**src/rtl/pattern_scan_pkg.sv**
```systemverilog
// Shared definitions for the serial 1X10 pattern scanner.
package pattern_scan_pkg;

   localparam int unsigned WORD_W = 8;
   localparam int unsigned CNT_W  = 4;
   localparam int unsigned IDX_W  = $clog2(WORD_W);

   typedef enum logic [1:0] {
      IDLE  = 2'd0,
      SHIFT = 2'd1,
      DONE  = 2'd2
   } state_t;

endpackage

```
**src/rtl/pattern_1x10_core.sv**
```systemverilog
// Serial 1X10 detector (oldest bit first, X don't-care, overlapping).
// Keeps a 3-bit history, hist[0] newest; match is combinational from history and the incoming bit.
module pattern_1x10_core (
   input  logic clk,
   input  logic rst,
   input  logic clr,
   input  logic en,
   input  logic bit_in,   // "bit" is a reserved word, hence bit_in
   output logic match
);

   logic [2:0] r_hist;

   // history shift register: reset/clear win over shifting
   always_ff @(posedge clk) begin
      if (rst || clr) begin
         r_hist <= '0;
      end else if (en) begin
         r_hist <= {r_hist[1:0], bit_in};
      end
   end

   assign match = !bit_in & r_hist[0] & r_hist[2];

endmodule

```
**src/rtl/pattern_scan_ctrl.sv**
```systemverilog
// Scan controller: shifts an 8-bit word MSB first through the 1X10 detector,
// counting matches and recording the bit positions that completed them.
// Build option: define PATTERN_SCAN_CONT_EN to carry detector history across scans.
module pattern_scan_ctrl
   import pattern_scan_pkg::*;
(
   input  logic              clk,
   input  logic              rst,
   input  logic              start,
   input  logic              abort,
   input  logic [WORD_W-1:0] data_in,
   output logic              ready,
   output logic              busy,
   output logic              done,
   output logic [CNT_W-1:0]  match_cnt,
   output logic [WORD_W-1:0] match_pos
);

   state_t             r_state;
   state_t             w_next;
   logic [WORD_W-1:0]  r_word;
   logic [IDX_W-1:0]   r_bit_idx;
   logic [CNT_W-1:0]   r_match_cnt;
   logic [WORD_W-1:0]  r_match_pos;
   logic               r_ready;
   logic               r_busy;
   logic               r_done;
   logic               w_accept;
   logic               w_abort;
   logic               w_shift_en;
   logic               w_clr;
   logic               w_bit;
   logic               w_match;

   // state register
   always_ff @(posedge clk) begin
      if (rst) begin
         r_state <= IDLE;
      end else begin
         r_state <= w_next;
      end
   end

   // next-state and per-cycle control decode
   always_comb begin
      w_next     = r_state;
      w_accept   = 1'b0;
      w_abort    = 1'b0;
      w_shift_en = 1'b0;
      case (r_state)
         IDLE: begin
            if (start) begin
               w_accept = 1'b1;
               w_next   = SHIFT;
            end
         end
         SHIFT: begin
            if (abort) begin
               w_abort = 1'b1;
               w_next  = IDLE;
            end else begin
               w_shift_en = 1'b1;
               if (r_bit_idx == '0) begin
                  w_next = DONE;
               end
            end
         end
         DONE:    w_next = IDLE;
         default: w_next = IDLE;
      endcase
   end

`ifdef PATTERN_SCAN_CONT_EN
   assign w_clr = w_abort;
`else
   assign w_clr = w_abort | w_accept;
`endif

   assign w_bit = r_word[r_bit_idx];

   pattern_1x10_core u_core (
      .clk    (clk),
      .rst    (rst),
      .clr    (w_clr),
      .en     (w_shift_en),
      .bit_in (w_bit),
      .match  (w_match)
   );

   // word capture, bit index and match bookkeeping
   always_ff @(posedge clk) begin
      if (rst) begin
         r_word      <= '0;
         r_bit_idx   <= '0;
         r_match_cnt <= '0;
         r_match_pos <= '0;
      end else if (w_accept) begin
         r_word      <= data_in;
         r_bit_idx   <= IDX_W'(WORD_W - 1);
         r_match_cnt <= '0;
         r_match_pos <= '0;
      end else if (w_abort) begin
         r_bit_idx   <= '0;
         r_match_cnt <= '0;
         r_match_pos <= '0;
      end else if (w_shift_en) begin
         if (w_match) begin
            r_match_cnt            <= r_match_cnt + CNT_W'(1);
            r_match_pos[r_bit_idx] <= 1'b1;
         end
         r_bit_idx <= r_bit_idx - IDX_W'(1);
      end
   end

   // status flags registered from the next state so they line up with r_state
   always_ff @(posedge clk) begin
      if (rst) begin
         r_ready <= 1'b1;
         r_busy  <= 1'b0;
         r_done  <= 1'b0;
      end else begin
         r_ready <= (w_next == IDLE);
         r_busy  <= (w_next == SHIFT);
         r_done  <= (w_next == DONE);
      end
   end

   assign ready     = r_ready;
   assign busy      = r_busy;
   assign done      = r_done;
   assign match_cnt = r_match_cnt;
   assign match_pos = r_match_pos;

endmodule

```
**config.mk**
```make
export PLATFORM = sky130hd
export DESIGN_NAME = pattern_scan_ctrl
export DESIGN_NICKNAME = d
export VERILOG_FILES = /design/src/rtl/pattern_scan_pkg.sv /design/src/rtl/pattern_1x10_core.sv /design/src/rtl/pattern_scan_ctrl.sv
export SDC_FILE = /design/constraint.sdc
export NUM_CORES = 1
export LEC_CHECK = 0
export BUFFER_PORTS_ARGS = -buffer_cell sky130_fd_sc_hd__buf_2
export CAP_MARGIN = 20
export CORE_MARGIN = 2
export CORE_UTILIZATION = 56
export CTS_CLUSTER_SIZE = 20
export DETAILED_ROUTE_END_ITERATION = 10
export PLACE_DENSITY = 0.9
export SYNTH_ARGS = -nofsm -noshare
export SYNTH_HDL_FRONTEND = slang
export SYNTH_HIERARCHICAL = 1
export SYNTH_SLANG_ARGS = --single-unit
```
**constraint.sdc**
```tcl
create_clock -name clk -period 3.65 [get_ports clk]
set_clock_uncertainty 0.05 [all_clocks]
set_input_delay 0.73 -clock clk [delete_from_list [all_inputs] [get_ports clk]]
set_output_delay 0.73 -clock clk [all_outputs]
set_load 0.02 [all_outputs]
```
==> flow_metrics.tcl, run 1 <==
set metrics [dict create \
    gp_congestion 0.783 \
    status "finished, final reports clean" \
    synth_ff_type "dfxtp_1" \
    place_area_um2 1410 \
    min_period_ns 2.41 \
    switching_share_pct 26.4 \
    fin_crit_sh_pct 65.9 \
    die_w_um 52.0 \
    comb_power_share_pct 10.0 \
    synth_edf_count 0 \
    fillers 184 \
    syn_area_per_cell_um2 8.82 \
    cts.sinks 31 \
    peakVddDrop_uv 361 \
    overflow 0 \
    nets 186 \
    routed_wl_um 2740 \
    synth_commonest_cells "dfxtp_1 (31), nand2_1 (24), a21oi_1 (15)" \
    drcViolationCount 0 \
    drv_cap 0 \
    die_y_um 52.0 \
    multi_input_area_um2 597 \
    startpoint_type "register" \
    worst_pin_slew_ns 0.595 \
    coreArea_um2 2190 \
    cts_tree "done" \
    cts_setup_buffers 0 \
    synthDistinctLibCells 33 \
    yosysTopAreaCell "dfxtp_1" \
    rows 17 \
    port_buffers 26 \
    drive_above_1_share_pct 21.5 \
    grt_max_degree 21 \
    power_switching_w 0.000175 \
    ant_nets 0 \
    cp_max_fo 11 \
    async_flop_share_pct 0 \
    vias 1133 \
    synth_area_um2 1290 \
    required_ns 3.87 \
    hp-class "reg2reg" \
    p_per_area_nw_per_um2 447 \
    synthMostInstantiatedCell "dfxtp_1" \
    intPower_w 0.000489 \
    synth_top_area_share_pct 48.2 \
    clockBufferDepth 2 \
    p_leak_nw 0.607 \
    cts_resized 0 \
    clk_pin_slew_ns 0.10 \
    grt_pass1_wl_um 4630 \
    boundaryPins 27 \
    hold_buffers 0 \
    hold_viol_final 0 \
    ys_ff_latch 31 \
    cp_top_family "simple AND/OR/NAND/NOR gates" \
    synth.area.top_cells "dfxtp_1 (48%), nand2_1 (7.0%), a21oi_1 (5.8%)" \
    crit_buf_inv 0 \
    grt_usage_pct 24.1 \
    cp_cell_sequence "nor2b_1 > a22o_1 > a2111o_1 > nor2_1 > nand4bb_1 > or3_1 > a21oi_1" \
    arrival_ns 2.62 \
    seqPwrFrac_pct 55.0 \
    slew_headroom_pct 60.2 \
    crit_slowest_cell "dfxtp_1" \
    synth_cells 146 \
    ys_seq_area_share_pct 48.2 \
    h-tree-depth 2 \
    cts_root_buffer "clkbuf_4" \
    grt_pass1_vias 1056 \
    seq_area_um2 621 \
    diodes 0 \
    setup_viol 0 \
    initial_core_util_pct 58.8 \
    dieArea_um2 2700 \
    synthToLayoutAreaGrowth_pct 15.4 \
    tns_ns 0 \
    drtIter0Drc 24 \
    clk_latency_ns 0.34 \
    yosys_warnings 6 \
    pwr-share-clk_pct 35.0 \
    final_max_slew_viol_count 0 \
    endpoint_kind "register" \
    rsz0062_at_grt "false" \
    dpl.hpwl_um 1950 \
    fmax_mhz 416 \
    drt_pass1_iterations 4 \
    wire_per_inst_um 13.7 \
    worstSetupPathType "reg2reg" \
    vias_per_cell 5.67 \
    final_area_um2 1490 \
    numCtsBuffers 5 \
    crit_path_max_incr_delay_ns 0.53 \
    antenna_found_initial 0 \
    syn-num-nets 161 \
]
## metal layers
metal	share of wire [%]	wire [um]	track usage, %	vias to the layer above
met1	42	1150	26.2	530
met3	5.0	138	9.20	9
met5	0	0	0	-
met2	50	1380	40.1	33
li1	-	-	-	561
met4	2.7	74	13.2	0
## cell usage in the layout, fill, tap and decap left out
master and instances:
nand4_1 1, clkbuf_8 2, a31oi_1 7, and4bb_2 1, nand3_1 1, or3b_1 1
inv_1 6, a22o_1 1, nand4bb_1 1, a41oi_1 4, clkbuf_4 5, buf_2 26
mux2i_1 4, nand3b_1 2, nor4b_1 2, a21oi_1 15, buf_4 1, nor3b_1 1
clkinvlp_4 1, o21ai_0 4, nor3b_2 1, a211o_1 1, nor2b_1 3, or3_1 3
a2111o_1 1, nand2b_1 1, dfxtp_1 31, nor2_1 11, o41ai_1 1, nand2_1 24
nor3_1 4, o21bai_1 1, ha_1 3, xnor2_1 1
## area by class of cell
cell class	instances	share of cell area, %
clock buffers	7	4.38
inverters	6	1.52
well taps	28	2.36
clock inverters	1	0.505
flip-flops and latches	31	41.8
multi-input cells	100	40.2
repair buffers	27	9.27
## sequential cells by signal (all words and copies together), names as in the netlist
signal / flops
done: 1
match_pos: 8
r_bit_idx: 3
match_cnt: 4
ready: 1
u_core/r_hist: 3
r_word: 8
r_state: 2
busy: 1
## through the flow
stage	power [W]	setup WS, ns	std cells	hold WS, ns	utilization, %
finish	0.000664	1.24	200	0.417	67.8
global route	0.000696	1.09	200	0.446	67.8
CTS	0.000667	1.30	200	0.420	67.8
detailed placement	0.000439	1.34	192	0.405	64.5
global placement	0.000435	1.48	192	0.397	64.5
floorplan	0.000420	1.60	146	0.386	-
## worst paths after layout
| check | from | endpoint | slack (ns) | cells past startpoint |
|---|---|---|---|---|
| setup / recovery | r_bit_idx[1] | match_cnt[2] | 1.24 | 7 |
| hold / removal | r_word[4] | r_word[4] | 0.42 | 2 |
| setup reg to reg | r_bit_idx[1] | match_cnt[2] | 1.24 | 7 |
| hold reg to reg | r_word[4] | r_word[4] | 0.42 | 2 |
## power groups by stage
stage,Combinational (W),Clock [W],Sequential (W)
global placement,0.0000629,0,0.000372
detailed placement,0.0000658,0,0.000373
CTS,0.0000669,0.000235,0.000365
floorplan,0.0000543,0,0.000366
global route,0.0000745,0.000253,0.000368
finish,0.0000667,0.000232,0.000365
## cells by family (layout without fill, tap and decap cells)
group                      after synthesis  after routing  synth area share (%)
xor gates and xnor gates                 1              1                 0.680
adders and majority gates                3              3                  2.92
DFF                                     31             31                  48.2
AOI/OAI and AO/OA                       35             35                  17.0
buffers and inverters                   15             41                  5.44
muxes                                    4              4                  3.11
and+or+nand+nor                         57             57                  22.6
## tightest hold or removal path, cell delays in order (launching register included)
cell and delay, ns:
dfxtp_1 0.32, nand2_1 0.05, a21oi_1 0.05
(Power assumes the default switching activity.)
==> run 2: changes to the inputs <==
--- a/config.mk
+++ b/config.mk
@@ -8,10 +8,10 @@
 export BUFFER_PORTS_ARGS = -buffer_cell sky130_fd_sc_hd__buf_2
 export CAP_MARGIN = 20
 export CORE_MARGIN = 2
-export CORE_UTILIZATION = 56
+export CORE_UTILIZATION = 52
 export CTS_CLUSTER_SIZE = 20
 export DETAILED_ROUTE_END_ITERATION = 10
-export PLACE_DENSITY = 0.9
+export PLACE_DENSITY = 0.85
 export SYNTH_ARGS = -nofsm -noshare
 export SYNTH_HDL_FRONTEND = slang
 export SYNTH_HIERARCHICAL = 1
==> constraint.sdc (replaced) <==
create_clock -name clk -period 2.3 [get_ports clk]
set_clock_uncertainty 0.05 [all_clocks]
set_input_delay 0.46 -clock clk [delete_from_list [all_inputs] [get_ports clk]]
set_output_delay 0.46 -clock clk [all_outputs]
set_load 0.02 [all_outputs]
==> run 2 against run 1 <==
Effect of this change: register-to-register slack worse by 1.1 ns; critical path type unchanged; total power up 59%; worst setup slack got worse by 1.1 ns.
==> flow_metrics.tcl, run 2 (synthesis gave the netlist of run 1 again) <==
set metrics [dict create \
    p_leak_nw 0.613 \
    drv_cap 0 \
    startpoint_type "register" \
    seq_area_um2 624 \
    rows 18 \
    endpoint_kind "register" \
    drtIter0Drc 26 \
    worstSetupPathType "reg2reg" \
    r2r_end "match_cnt[3]" \
    tns_ns 0 \
    clk_latency_ns 0.33 \
    grt_usage_pct 22.8 \
    fin_crit_sh_pct 95.4 \
    cts.sinks 31 \
    die_w_um 53.8 \
    cp-endpoint "match_cnt[3]" \
    drcViolationCount 0 \
    grt_max_degree 21 \
    final_common_cell "dfxtp_1" \
    routed_wl_um 2750 \
    worst_pin_slew_ns 0.600 \
    clockBufferDepth 2 \
    overflow 0 \
    port_buffers 26 \
    grt_pass1_vias 972 \
    multi_input_area_um2 599 \
    min_period_ns 2.20 \
    initial_core_util_pct 53.4 \
    hold_buffers 0 \
    boundaryPins 27 \
    wire_per_inst_um 13.5 \
    r2r_cells 7 \
    fillers 215 \
    diodes 0 \
    vias_per_cell 5.58 \
    die_y_um 53.8 \
    arrival_ns 2.41 \
    synthToLayoutAreaGrowth_pct 16.3 \
    slew_headroom_pct 59.9 \
    peakVddDrop_uv 390 \
    numCtsBuffers 5 \
    final_cell_mix "dfxtp_1 (28), buf_2 (26), nand2_1 (24)" \
    vias 1132 \
    drive_above_1_share_pct 23.7 \
    dieArea_um2 2890 \
    startpoint "r_bit_idx[0]" \
    final_util_pct 62.1 \
    status "finished, final reports clean" \
    h-tree-depth 2 \
    hp-class "in2reg" \
    setup_viol 0 \
    fmax_mhz 456 \
    dpl.hpwl_um 1970 \
    drt_pass1_iterations 4 \
    cp_max_fo 9 \
    cts_root_buffer "clkbuf_4" \
    ant_nets 0 \
    coreArea_um2 2410 \
    final_max_slew_viol_count 0 \
    rsz0062_at_grt "false" \
    cts_setup_buffers 0 \
    antenna_found_initial 0 \
    r2r_slack_ns 0.10 \
    cts_resized 0 \
    grt_pass1_wl_um 4470 \
    r2r-start "r_bit_idx[0]" \
    required_ns 2.52 \
    p_per_area_nw_per_um2 706 \
    nets 187 \
    clk_pin_slew_ns 0.09 \
    hold_viol_final 0 \
    cts_tree "done" \
    gp_congestion 0.823 \
]
[run 2: layout make-up]
type | instances | share of cell area [%]
Timing Repair Buffer | 28 | 9.69
Tap cell | 30 | 2.51
Clock buffer | 8 | 4.59
Inverter | 6 | 1.50
Sequential cell | 31 | 41.7
Multi-Input combinational cell | 100 | 40.0
[run 2: worst max-delay path: stages (launching register included)]
cell,delay [ns]
dfxtp_2,0.38
nor2b_1,0.17
a22o_1,0.25
a2111o_1,0.45
nor2_2,0.14
nand4bb_1,0.19
or3_1,0.38
a21oi_1,0.13
[run 2: worst min-delay path by stage]
stage                  from            to  slack [ns]  depth (start not counted)
6_report         data_in[7]     r_word[7]        0.31                          3
4_1_cts          data_in[7]     r_word[7]        0.29                          3
5_1_grt          data_in[5]     r_word[5]        0.30                          3
3_3_place_gp   match_pos[6]  match_pos[6]        0.40                          2
3_5_place_dp      r_word[1]     r_word[1]        0.40                          2
2_1_floorplan     r_word[1]     r_word[1]        0.39                          2
[run 2: layer usage]
metal | wire length, um | up-vias | GRT usage (%)
met5 | 0 | - | 0
met4 | 57 | 0 | 12.4
met1 | 1170 | 534 | 26.3
met2 | 1360 | 28 | 35.8
li1 | - | 563 | -
met3 | 155 | 7 | 9.17
[run 2: power breakdown]
part / internal (W) / switching [W]
clock: 0.000180 / 0.000186
combinational: 0.0000438 / 0.0000669
sequential: 0.000557 / 0.0000235
total: 0.000780 / 0.000276
[run 2: through the flow]
step / power [W] / hold slack (ns) / setup WS, ns / instances / instance area (um^2)
global placement: 0.000694 / 0.399 / 0.179 / 195 / 1420
floorplan: 0.000667 / 0.386 / 0.245 / 146 / 1290
CTS: 0.00107 / 0.288 / 0.0272 / 203 / 1490
detailed placement: 0.000701 / 0.405 / 0.0673 / 195 / 1420
global route: 0.00111 / 0.296 / 0.00238 / 203 / 1500
finish: 0.00106 / 0.305 / 0.105 / 203 / 1500
==> run 3: changes to the inputs <==
--- a/config.mk
+++ b/config.mk
@@ -8,10 +8,10 @@
 export BUFFER_PORTS_ARGS = -buffer_cell sky130_fd_sc_hd__buf_2
 export CAP_MARGIN = 20
 export CORE_MARGIN = 2
-export CORE_UTILIZATION = 52
+export CORE_UTILIZATION = 56
 export CTS_CLUSTER_SIZE = 20
 export DETAILED_ROUTE_END_ITERATION = 10
-export PLACE_DENSITY = 0.85
+export PLACE_DENSITY = 0.9
 export SYNTH_ARGS = -nofsm -noshare
 export SYNTH_HDL_FRONTEND = slang
 export SYNTH_HIERARCHICAL = 1
==> constraint.sdc (replaced) <==
create_clock -name clk -period 2.55 [get_ports clk]
set_clock_uncertainty 0.05 [all_clocks]
set_input_delay 0.51 -clock clk [delete_from_list [all_inputs] [get_ports clk]]
set_output_delay 0.51 -clock clk [all_outputs]
set_load 0.02 [all_outputs]
==> run 3 against run 2 <==
Effect of this change: global-route usage increased by 1.4 points; core utilization rose by 5.7 points; cell area decreased by 0.75%; count of clock-buffer cells in the layout down 1; non-clock buffer count is 1 lower; maximum frequency decreased by 5.2%; routed wire length up 0.80%; via count up 1.5%; die area shrank 6.6%; critical path type unchanged; critical endpoint is now match_cnt[2]; largest power group unchanged.
==> flow_metrics.tcl, run 3 (synthesis gave the netlist of run 1 again) <==
set metrics [dict create \
    status "finished, final reports clean" \
    seq_area_um2 622 \
    gp_congestion 0.783 \
    hp-start "data_in[6]" \
    hold_buffers 0 \
    diodes 0 \
    h-tree-depth 2 \
    initial_core_util_pct 58.8 \
    clk_latency_ns 0.34 \
    ant_nets 0 \
    drv_cap 0 \
    grt_max_degree 21 \
    final_common_cell "dfxtp_1" \
    grt_usage_pct 24.1 \
    worstSetupPathType "reg2reg" \
    die_w_um 52.0 \
    vias 1149 \
    p_per_area_nw_per_um2 640 \
    overflow 0 \
    wire_per_inst_um 13.8 \
    p_leak_nw 0.607 \
    final_cells 200 \
    dpl.hpwl_um 1950 \
    place_area_um2 1410 \
    power.total_w 0.000952 \
    antenna_found_initial 0 \
    nets 186 \
    vias_per_cell 5.75 \
    worst_pin_slew_ns 0.601 \
    r2r_cells 7 \
    rows 17 \
    drtIter0Drc 25 \
    startpoint_type "register" \
    routed_wl_um 2770 \
    final_area_um2 1490 \
    final_max_slew_viol_count 0 \
    hold_path_end "r_word[6]" \
    cts_tree "done" \
    dp_cells 192 \
    drt_pass1_iterations 5 \
    synthToLayoutAreaGrowth_pct 15.5 \
    pre_cts_ws_ns 0.239 \
    r2r_end "match_cnt[2]" \
    fmax_mhz 432 \
    die_y_um 52.0 \
    r2r-start "r_bit_idx[0]" \
    min_period_ns 2.32 \
    drcViolationCount 0 \
    port_buffers 26 \
    dieArea_um2 2700 \
    peakVddDrop_uv 516 \
    slew_headroom_pct 59.7 \
    grt_pass1_vias 1056 \
    cts.sinks 31 \
    clk_pin_slew_ns 0.10 \
    cts_setup_buffers 0 \
    fillers 183 \
    boundaryPins 27 \
    hold_path_depth 3 \
    grt_pass1_wl_um 4630 \
    hp-class "in2reg" \
    worst_slack_ns 0.234 \
    arrival_ns 2.54 \
    cp_max_fo 9 \
    drive_above_1_share_pct 22.1 \
    setup_viol 0 \
    cts_resized 0 \
    hold_viol_final 0 \
    startpoint "r_bit_idx[0]" \
    coreArea_um2 2190 \
    clockBufferDepth 2 \
    fin_crit_sh_pct 90.8 \
    required_ns 2.77 \
    cts_root_buffer "clkbuf_4" \
    tns_ns 0 \
    multi_input_area_um2 597 \
    numCtsBuffers 5 \
    rsz0062_at_grt "false" \
    r2r_slack_ns 0.23 \
    final_cell_mix "dfxtp_1 (30), buf_2 (26), nand2_1 (24)" \
    endpoint_kind "register" \
]
[run 3: changes by cell type in the layout (fill, tap and decap cells not counted)]
| cell | change |
|---|---|
| dfxtp_1 | +2 |
| clkbuf_1 | -1 |
| nor2_1 | +1 |
| clkinvlp_4 | +1 |
| nor2_2 | -1 |
| dfxtp_2 | -2 |
| buf_4 | -1 |
[run 3: cell type report]
| class | count | area share (%) |
|---|---|---|
| clock buffer | 7 | 4.38 |
| timing repair buffer | 27 | 9.26 |
| multi-input combinational | 100 | 40.2 |
| clock inverter | 1 | 0.505 |
| tap | 28 | 2.36 |
| inverter | 6 | 1.52 |
| sequential | 31 | 41.8 |
[run 3: how the worst max path moves through the flow]
stage | end | slack [ns] | cells after the start
after global routing | match_cnt[3] | 0.13 | 7
after global placement | match_cnt[3] | 0.38 | 7
final | match_cnt[2] | 0.23 | 7
after detailed placement | match_cnt[3] | 0.24 | 7
after floorplan | match_cnt[3] | 0.50 | 8
after CTS | match_cnt[3] | 0.20 | 7
[run 3: per-stage QoR]
step / utilization [%] / hold WS, ns
final: 67.8 / 0.354
after global routing: 67.8 / 0.349
after CTS: 67.8 / 0.348
after detailed placement: 64.5 / 0.405
after global placement: 64.5 / 0.397
after floorplan: - / 0.386
[run 3: per-layer routing]
layer	global-route usage, %	up-vias	share of wire [%]
li1	-	561	-
met1	26.2	535	41
met2	40.1	42	50
met3	9.20	11	5.9
met4	13.2	0	2.8
met5	0	-	0
[run 3: power breakdown]
group          internal (W)  switching (W)
clock              0.000161       0.000171
sequential         0.000502      0.0000220
combinational     0.0000378      0.0000580
total              0.000700       0.000251
[run 3: critical path, cell delays in order, from the launching register on]
cell,delay [ns]
dfxtp_1,0.40
nor2b_1,0.19
a22o_1,0.24
a2111o_1,0.43
nor2_1,0.19
nand4bb_1,0.22
or3_1,0.38
a21oi_1,0.16
